$ cat src/rtl/glitc_seq_pkg.sv
// rtl/glitc_seq_pkg.sv - state, error-code and counter-width definitions for the GLITC sequencer
package glitc_seq_pkg;

  typedef enum logic [2:0] {
    ST_IDLE       = 3'd0,
    ST_RESET      = 3'd1,
    ST_SETTLE     = 3'd2,
    ST_WAIT_VALID = 3'd3,
    ST_RUN        = 3'd4,
    ST_FLUSH      = 3'd5,
    ST_FAIL       = 3'd6
  } seq_state_e;

  localparam logic [1:0] ERR_NONE    = 2'd0;
  localparam logic [1:0] ERR_TIMEOUT = 2'd1;
  localparam logic [1:0] ERR_LOST    = 2'd2;
  localparam logic [1:0] ERR_FLUSH   = 2'd3;

  localparam int DEF_RST_CYCLES     = 16;
  localparam int DEF_SETTLE_CYCLES  = 32;
  localparam int DEF_TIMEOUT_CYCLES = 256;

  // The counter only ever holds (cycles - 1), so log2 of the largest period suffices.
  function automatic int seq_cnt_width(input int a, input int b, input int c);
    int m;
    m = a;
    if (b > m) m = b;
    if (c > m) m = c;
    return (m < 2) ? 1 : $clog2(m);
  endfunction

  localparam int SEQ_CNT_W = seq_cnt_width(DEF_RST_CYCLES, DEF_SETTLE_CYCLES, DEF_TIMEOUT_CYCLES);

endpackage

$ cat src/rtl/glitc_seq_timer.sv
// rtl/glitc_seq_timer.sv - loadable down-counter with expired flag
module glitc_seq_timer #(
  parameter int W = 8
) (
  input  logic         clk,
  input  logic         rst_n_i,
  input  logic         load_i,
  input  logic [W-1:0] load_val_i,
  output logic         expired_o
);

  logic [W-1:0] cnt_q;
  logic [W-1:0] cnt_d;

  always_comb begin
    cnt_d = cnt_q;
    if (load_i) begin
      cnt_d = load_val_i;
    end else if (cnt_q != '0) begin
      cnt_d = cnt_q - 1'b1;
    end
  end

  always_ff @(posedge clk) begin
    if (!rst_n_i) begin
      cnt_q <= '0;
    end else begin
      cnt_q <= cnt_d;
    end
  end

  assign expired_o = (cnt_q == '0);

endmodule

$ cat src/rtl/glitc_datapath_sequencer.sv
// rtl/glitc_datapath_sequencer.sv - bring-up, monitoring and shutdown sequencer for the IN_FIFO buffers
module glitc_datapath_sequencer
  import glitc_seq_pkg::*;
#(
  parameter int RST_CYCLES     = DEF_RST_CYCLES,
  parameter int SETTLE_CYCLES  = DEF_SETTLE_CYCLES,
  parameter int TIMEOUT_CYCLES = DEF_TIMEOUT_CYCLES,
  parameter int MAX_RETRIES    = 3
) (
  input  logic       SYSCLK,
  input  logic       rst_n_i,
  input  logic       start_i,
  input  logic       stop_i,
  input  logic       fifo_valid_i,
  output logic       fifo_rst_o,
  output logic       fifo_en_o,
  output logic       running_o,
  output logic       busy_o,
  output logic       error_o,
  output logic [1:0] err_code_o,
  output logic [3:0] retry_cnt_o,
  output logic [7:0] lost_cnt_o
);

  localparam int CNT_W = seq_cnt_width(RST_CYCLES, SETTLE_CYCLES, TIMEOUT_CYCLES);
  localparam logic [CNT_W-1:0] RST_LD     = CNT_W'(RST_CYCLES - 1);
  localparam logic [CNT_W-1:0] SETTLE_LD  = CNT_W'(SETTLE_CYCLES - 1);
  localparam logic [CNT_W-1:0] TIMEOUT_LD = CNT_W'(TIMEOUT_CYCLES - 1);
  localparam logic [3:0]       MAX_R      = 4'(MAX_RETRIES);

  seq_state_e state_q, state_d;
  logic [3:0] retry_q, retry_d;
  logic [1:0] err_q, err_d;
  logic [7:0] lost_q, lost_d;
  logic       fifo_rst_q, fifo_rst_d;
  logic       fifo_en_q, fifo_en_d;
  logic       running_q, running_d;
  logic       busy_q, busy_d;
  logic       error_q, error_d;
  logic       retry_evt;
  logic       tmr_load;
  logic [CNT_W-1:0] tmr_load_val;
  logic       tmr_expired;

  glitc_seq_timer #(.W(CNT_W)) u_timer (
    .clk        (SYSCLK),
    .rst_n_i    (rst_n_i),
    .load_i     (tmr_load),
    .load_val_i (tmr_load_val),
    .expired_o  (tmr_expired)
  );

  always_ff @(posedge SYSCLK) begin
    if (!rst_n_i) begin
      state_q    <= ST_IDLE;
      retry_q    <= '0;
      err_q      <= ERR_NONE;
      lost_q     <= '0;
      fifo_rst_q <= 1'b0;
      fifo_en_q  <= 1'b0;
      running_q  <= 1'b0;
      busy_q     <= 1'b0;
      error_q    <= 1'b0;
    end else begin
      state_q    <= state_d;
      retry_q    <= retry_d;
      err_q      <= err_d;
      lost_q     <= lost_d;
      fifo_rst_q <= fifo_rst_d;
      fifo_en_q  <= fifo_en_d;
      running_q  <= running_d;
      busy_q     <= busy_d;
      error_q    <= error_d;
    end
  end

  // Priority inside each state: stop, then the valid event, then counter expiry.
  always_comb begin
    state_d   = state_q;
    retry_d   = retry_q;
    err_d     = err_q;
    lost_d    = lost_q;
    retry_evt = 1'b0;
    case (state_q)
      ST_IDLE: begin
        if (start_i && !stop_i) begin
          state_d = ST_RESET;
          retry_d = '0;
          err_d   = ERR_NONE;
        end
      end
      ST_RESET: begin
        if (stop_i)           state_d = ST_IDLE;
        else if (tmr_expired) state_d = ST_SETTLE;
      end
      ST_SETTLE: begin
        if (stop_i)           state_d = ST_IDLE;
        else if (tmr_expired) state_d = ST_WAIT_VALID;
      end
      ST_WAIT_VALID: begin
        if (stop_i) begin
          state_d = ST_FLUSH;
        end else if (fifo_valid_i) begin
          state_d = ST_RUN;
        end else if (tmr_expired) begin
          err_d     = ERR_TIMEOUT;
          retry_evt = 1'b1;
        end
      end
      ST_RUN: begin
        if (stop_i) begin
          state_d = ST_FLUSH;
        end else if (!fifo_valid_i) begin
          err_d     = ERR_LOST;
          retry_evt = 1'b1;
          if (lost_q != 8'hFF) lost_d = lost_q + 8'd1;
        end
      end
      ST_FLUSH: begin
        if (!fifo_valid_i) begin
          state_d = ST_IDLE;
        end else if (tmr_expired) begin
          err_d   = ERR_FLUSH;
          state_d = ST_FAIL;
        end
      end
      ST_FAIL: begin
        if (stop_i) begin
          state_d = ST_IDLE;
        end else if (start_i) begin
          state_d = ST_RESET;
          retry_d = '0;
          err_d   = ERR_NONE;
        end
      end
      default: state_d = ST_IDLE;
    endcase

    if (retry_evt) begin
      if (retry_q < MAX_R) begin
        retry_d = retry_q + 4'd1;
        state_d = ST_RESET;
      end else begin
        state_d = ST_FAIL;
      end
    end
  end

  // Outputs are registered decodes of the next state, so they track state_q exactly.
  always_comb begin
    tmr_load     = (state_d != state_q);
    tmr_load_val = '0;
    case (state_d)
      ST_RESET:      tmr_load_val = RST_LD;
      ST_SETTLE:     tmr_load_val = SETTLE_LD;
      ST_WAIT_VALID: tmr_load_val = TIMEOUT_LD;
      ST_FLUSH:      tmr_load_val = TIMEOUT_LD;
      default:       tmr_load_val = '0;
    endcase
    fifo_rst_d = (state_d == ST_RESET);
    fifo_en_d  = (state_d == ST_WAIT_VALID) || (state_d == ST_RUN);
    running_d  = (state_d == ST_RUN);
    busy_d     = (state_d == ST_RESET) || (state_d == ST_SETTLE) ||
                 (state_d == ST_WAIT_VALID) || (state_d == ST_FLUSH);
    error_d    = (state_d == ST_FAIL);
  end

  assign fifo_rst_o  = fifo_rst_q;
  assign fifo_en_o   = fifo_en_q;
  assign running_o   = running_q;
  assign busy_o      = busy_q;
  assign error_o     = error_q;
  assign err_code_o  = err_q;
  assign retry_cnt_o = retry_q;
  assign lost_cnt_o  = lost_q;

endmodule

$ cat config.mk
export PLATFORM = sky130hd
export DESIGN_NAME = glitc_datapath_sequencer
export DESIGN_NICKNAME = d
export VERILOG_FILES = /design/src/rtl/glitc_seq_pkg.sv /design/src/rtl/glitc_seq_timer.sv /design/src/rtl/glitc_datapath_sequencer.sv
export SDC_FILE = /design/constraint.sdc
export NUM_CORES = 1
export LEC_CHECK = 0
export ABC_AREA = 1
export BUFFER_PORTS_ARGS = -buffer_cell sky130_fd_sc_hd__buf_2
export CORE_MARGIN = 8
export CORE_UTILIZATION = 25
export DETAILED_ROUTE_END_ITERATION = 6
export PLACE_DENSITY = 0.4
export SKIP_CTS_REPAIR_TIMING = 1
export SKIP_LAST_GASP = 1
export SLEW_MARGIN = 20
export SYNTH_ARGS = -nofsm -noshare
export SYNTH_HDL_FRONTEND = slang
export SYNTH_SLANG_ARGS = --single-unit
$ cat constraint.sdc
create_clock -name SYSCLK -period 2.5 [get_ports SYSCLK]
set_input_delay 0.375 -clock SYSCLK [delete_from_list [all_inputs] [get_ports SYSCLK]]
set_output_delay 0.375 -clock SYSCLK [all_outputs]
set_load 0.02 [all_outputs]
==> results of run 1 <==
-- layer usage --
metal / vias up / track usage [%] / part of all wire (%)
met1: 732 / 11.21 / 47
met3: 8 / 2.235 / 3.0
met4: 0 / 4.191 / 1.7
met5: - / 0 / 0
met2: 22 / 15.91 / 48
li1: 843 / - / -
-- registers in the layout (all words and copies together), names as in the netlist, 2 cells and up --
| register | count |
|---|---|
| err_code_o | 2 |
| lost_cnt_o | 8 |
| retry_cnt_o | 4 |
| state_q | 3 |
| u_timer.cnt_q | 8 |
-- power groups by stage --
stage	clock, uW	combinational, uW	sequential, uW
finish	425	1110	629
global route	459	1270	641
CTS	439	1130	630
detailed placement	0	1120	641
global placement	0	1140	642
floorplan	0	904	651
-- layout by cell type, fill, tap and decap left out, types with 2 or more instances in the layout --
cell and count:
ha_1 4, nor4_1 2, clkbuf_8 6, a21oi_1 10
nand2_4 2, nand2_8 2, buf_2 23, nand3_1 19
xnor2_1 2, o21ai_0 16, nand2_2 10, nor2_2 4
inv_1 18, nor2_1 34, nand2_1 47, xor2_1 5
nand4_1 2, nand3_2 2, nor2_4 2, dfxtp_1 30
inv_2 8, nor3_1 3
-- worst min path at each step --
stage              startpoint        endpoint  slack, ps  cells past startpoint
6_report       retry_cnt_o[2]  retry_cnt_o[2]        450                      2
5_1_grt        retry_cnt_o[2]  retry_cnt_o[2]        490                      2
4_1_cts        retry_cnt_o[2]  retry_cnt_o[2]        450                      2
3_5_place_dp   retry_cnt_o[2]  retry_cnt_o[2]        440                      2
3_3_place_gp   retry_cnt_o[2]  retry_cnt_o[2]        440                      2
2_1_floorplan         rst_n_i   err_code_o[1]        510                      2
-- area by class of cell --
class	count	area (sq um)
Inverter	28	110.1
Multi-Input combinational cell	182	1023
Fill cell	768	4705
Clock buffer	6	82.58
Sequential cell	30	600.6
Tap cell	80	100.1
Clock inverter	2	12.51
Timing Repair Buffer	24	122.6
-- worst max-delay path: stages (launching register included) --
cell,delay [ps]
dfxtp_1,340
inv_1,80
ha_1,190
nand2_1,190
nor2_8,100
a21oi_4,250
nor2_4,80
a21oi_2,220
inv_2,80
nand2_1,100
nand2_1,90
nand2_4,90
nand2_1,50
nor2_1,80
nor2_1,40
-- per-stage QoR --
| stage | power (uW) | setup WS [ps] | area (sq um) | std cells | util, % |
|---|---|---|---|---|---|
| finish | 2160 | 426.2 | 2052 | 352 | 30.37 |
| global route | 2370 | 165.6 | 2052 | 352 | 30.37 |
| CTS | 2196 | 389.9 | 2052 | 352 | 30.37 |
| detailed placement | 1762 | 361.7 | 1957 | 344 | 28.96 |
| global placement | 1780 | 348.3 | 1957 | 344 | 28.96 |
| floorplan | 1555 | 601.6 | 1742 | 242 | - |
-- cell families after synthesis --
logic type,Yosys count,synth area share [%]
simple gates,135,40.23
fa+ha+maj,4,2.874
buf+inv,30,6.753
compound gates,36,12.14
xor+xnor,7,3.520
flops,30,34.48
==> flow_summary.json, run 1 <==
{
  "clk_pin_slew_ps": 70,
  "report.final.slew_viol_count": 0,
  "antenna_found_initial": 0,
  "grt_max_degree": 15,
  "netlist_instances": 242,
  "core_sq_um": 6756,
  "die_h_um": 99.47,
  "p_comb_share_pct": 51.2,
  "ff2ff_path_depth": 14,
  "async_flop_share_pct": 0,
  "critPathLaunchType": "flip-flop",
  "yosysTopAreaCellShare_pct": 34.48,
  "tightest_slew_ps": 539.5,
  "drv_cap": 0,
  "htreeDepth": 2,
  "path_max_fanout": 8,
  "avgSynthCellArea_sq_um": 7.197,
  "outcome": "finished clean",
  "fin_setup_tns_ps": 0,
  "hold-worst-slack_ps": 445.3,
  "drt_first_pass_iters": 4,
  "syn-cell-area_sq_um": 1742,
  "cts_tree": "built",
  "pwr-share-clk_pct": 19.7,
  "antenna_cells": 0,
  "fin_crit_ps": 2074,
  "reg2reg_slack_ps": 430,
  "critPathRequiredTime_ps": 2690,
  "yosysTopAreaCell": "dfxtp_1",
  "initial_core_util_pct": 25.78,
  "routed_wl_um": 4369,
  "crit_end": "u_timer.cnt_q[1]",
  "p_sw_uw": 969.1,
  "drtIter0Drc": 67,
  "p_seq_share_pct": 29.1,
  "rr_endpoint": "u_timer.cnt_q[1]",
  "clock_latency_ps": 290,
  "cts_inserted_buffers": 5,
  "intPower_uw": 1191,
  "ys.flop_type": "dfxtp_1",
  "ys_seq_area_share_pct": 34.48,
  "ys_ff_latch": 30,
  "routabilityCongestion": 0.7544,
  "areaGrowthSynthToFinish_pct": 17.82,
  "cts.sinks": 30,
  "detail-route-antenna-nets": 0,
  "grt_pass1_wl_um": 7583,
  "switching_share_pct": 44.87,
  "gr-usage-all-layers_pct": 9.484,
  "hold_viol": 0,
  "drive_above_1_share_pct": 25.37,
  "die_w_um": 99.47,
  "relSlewSlack_pct": 63.70,
  "layout.nets": 280,
  "ios": 24,
  "clockRootBuffer": "clkbuf_8",
  "yosysMostFrequentCell": "nand2_1",
  "dr_total_vias": 1605,
  "overflow": 0,
  "hold_class": "reg2reg",
  "powerDensity_nw_per_um2": 1053,
  "synthDistinctLibCells": 39,
  "die-area_sq_um": 9893,
  "irDropWorstVdd_mv": 0.2573,
  "viasPerCell": 4.560,
  "endpoint_kind": "flip-flop",
  "p_leak_uw": 0.0009936,
  "startpoint": "u_timer.cnt_q[0]",
  "rsz0062_at_grt": "false",
  "cts_buffer_depth": 2,
  "finalSetupViolations": 0,
  "portBuffers": 23,
  "grt_pass1_vias": 1647,
  "min_period_over_period_pct": 82.95,
  "synth_common_cells": "47 x nand2_1, 34 x nor2_1, 30 x dfxtp_1",
  "synth_area_leaders": "dfxtp_1 34%, nand2_1 10%, nor2_1 7.3%, nand3_1 5.5%, o21ai_0 4.6%",
  "fmax_mhz": 482.2,
  "synth.net_count": 251,
  "synth_enable_flop_cells": 0,
  "num_rows": 30,
  "wl_per_cell_um": 12.41,
  "place_hpwl_um": 3396,
  "yosys_warnings": 0,
  "remaining_drc_errors": 0,
  "cp_data_arrival_time_ps": 2260,
  "timing.rr.start": "u_timer.cnt_q[0]",
  "crit_type": "reg2reg",
  "clock_skew_ps": 8.132
}
Note: power is estimated with default switching activity, not from simulation.
==> run 2: changes to the inputs <==
Settings changed: PLACE_DENSITY 0.4 to 0.42.
Clock period 2.5 ns to 1.7 ns, I/O delays scaled along.
==> run 2 against run 1 <==
The run now ends with setup timing left; clock power rose by 72%; global-route usage barely moved; non-clock buffer count rose by 53; combinational power rose by 110%; total power rose by 87%; worst hold slack got worse by 210 ps; wire length rose by 6.2%; utilization rose by 9.0 points; critical path depth rose by 2; register-to-register slack got worse by 530 ps; via count rose by 12%; critical path type unchanged; largest power group unchanged.
==> flow_summary.json, run 2 (same netlist as run 1, synthesis figures left out) <==
{
  "clockRootBuffer": "clkbuf_8",
  "grt.busiest_layer": "met2",
  "cpMaxStageDelayCell": "dfxtp_2",
  "cts_buffer_depth": 2,
  "seq_area_sq_um": 618.1,
  "cts.sinks": 30,
  "relSlewSlack_pct": 79.90,
  "cts_inserted_buffers": 5,
  "met3_usage_pct": 2.933,
  "cp_data_arrival_time_ps": 2020,
  "antenna_cells": 0,
  "ios": 24,
  "final_cell_mix": "53 x buf_4, 38 x nand2_1, 30 x nor2_1, 23 x buf_2, 22 x dfxtp_1",
  "drive_above_1_share_pct": 47.85,
  "overflow": 0,
  "layout.nets": 335,
  "clk_pin_slew_ps": 70,
  "rsz0062_at_grt": "true",
  "crit_top_cell": "nand2_4",
  "drtIter0Drc": 56,
  "min_period_over_period_pct": 106.1,
  "drt_first_pass_iters": 4,
  "report.final.slew_viol_count": 0,
  "critPathMaxStageDelay_ps": 330,
  "violations": "setup timing",
  "routabilityCongestion": 0.8118,
  "routed_wl_um": 4642,
  "die-area_sq_um": 9893,
  "clock_skew_ps": 9.419,
  "portBuffers": 23,
  "p_total_uw": 4034,
  "fin_setup_tns_ps": -667.9,
  "htreeDepth": 2,
  "dr_total_vias": 1805,
  "fin_util_pct": 39.41,
  "dpl-instance-area_sq_um": 2350,
  "critPathLaunchType": "flip-flop",
  "drv_cap": 0,
  "remaining_drc_errors": 0,
  "critPathRequiredTime_ps": 1910,
  "multi_input_area_sq_um": 1186,
  "path_max_fanout": 5,
  "p_leak_uw": 0.001326,
  "grt_max_degree": 17,
  "die_w_um": 99.47,
  "antenna_found_initial": 0,
  "fillers": 741,
  "tightest_slew_ps": 298.7,
  "place_hpwl_um": 3457,
  "crit_type": "reg2reg",
  "irDropWorstVdd_mv": 0.4840,
  "finalSetupViolations": 9,
  "initial_core_util_pct": 25.78,
  "die_h_um": 99.47,
  "fin_crit_ps": 1804,
  "reg2reg_slack_ps": -100,
  "num_rows": 30,
  "use_met2_pct": 15.29,
  "hold_viol": 0,
  "hold_class": "in2reg",
  "outcome": "finished with violations",
  "areaGrowthSynthToFinish_pct": 52.87,
  "cp_cell_sequence": "inv_2 > ha_4 > nand2_4 > nor2_8 > a21oi_4 > inv_2 > nand2_4 > nand2_4 > nand2_4 > nand2_4 > buf_6 > inv_4 > nand3_1 > nand2_1 > nand2_1 > nor2_1",
  "cts_tree": "built",
  "endpoint_kind": "flip-flop",
  "layout_commonest_cell": "buf_4",
  "grt_pass1_wl_um": 7541,
  "fin_ws_ps": -103.8,
  "stdcell_area_sq_um": 2663,
  "fmax_mhz": 554.4,
  "grt_pass1_vias": 1713,
  "detail-route-antenna-nets": 0,
  "core_sq_um": 6756,
  "met1_usage_pct": 11.34,
  "clock_latency_ps": 280,
  "gr-usage-all-layers_pct": 9.485,
  "viasPerCell": 4.446,
  "powerDensity_nw_per_um2": 1515,
  "wl_per_cell_um": 11.43
}
==> run 2: final timing paths <==
check                   start               end  cells past startpoint
max          u_timer.cnt_q[1]  u_timer.cnt_q[2]                     16
min                   rst_n_i           error_o                      3
min reg2reg    retry_cnt_o[2]    retry_cnt_o[2]                      2
max reg2reg  u_timer.cnt_q[1]  u_timer.cnt_q[2]                     16
==> run 2: layout make-up <==
class	count	area share, %
clock inverter	1	1.128
inverter	28	4.323
timing repair buffer	77	19.69
tap	80	3.759
clock buffer	6	3.102
sequential	30	23.21
timing repair inverter	1	0.2350
multi-input combinational	183	44.55
==> run 2: through the flow <==
stage                     hold slack (ps)  setup WS [ps]  std cells
after floorplan                     393.3         -44.05        242
after global placement              435.0         -163.7        391
after CTS                           229.6         -167.0        398
after detailed placement            440.4         -156.7        391
after global routing                231.9         -229.5        406
final                               233.0         -103.8        406
==> run 2: per-layer routing <==
layer  vias up  share of wire (%)
li1        956                  -
met1       819                 47
met2        22                 48
met3         8                3.3
met4         0                1.6
met5         -                  0
==> run 2: where the power goes <==
| group | internal [uW] | switching (uW) | total (uW) |
|---|---|---|---|
| sequential | 835 | 104 | 939 |
| combinational | 1080 | 1280 | 2360 |
| clock | 469 | 264 | 733 |
==> run 2: worst max-delay path: cells and delay by family, from the launching register on <==
kind	cells	cell delay, ps
AND/OR/NAND/NOR	10	710
AO/OA/AOI/OAI	1	240
buffers and inverters	4	320
adder cells (fa/ha/maj)	1	160
flip-flops	1	330
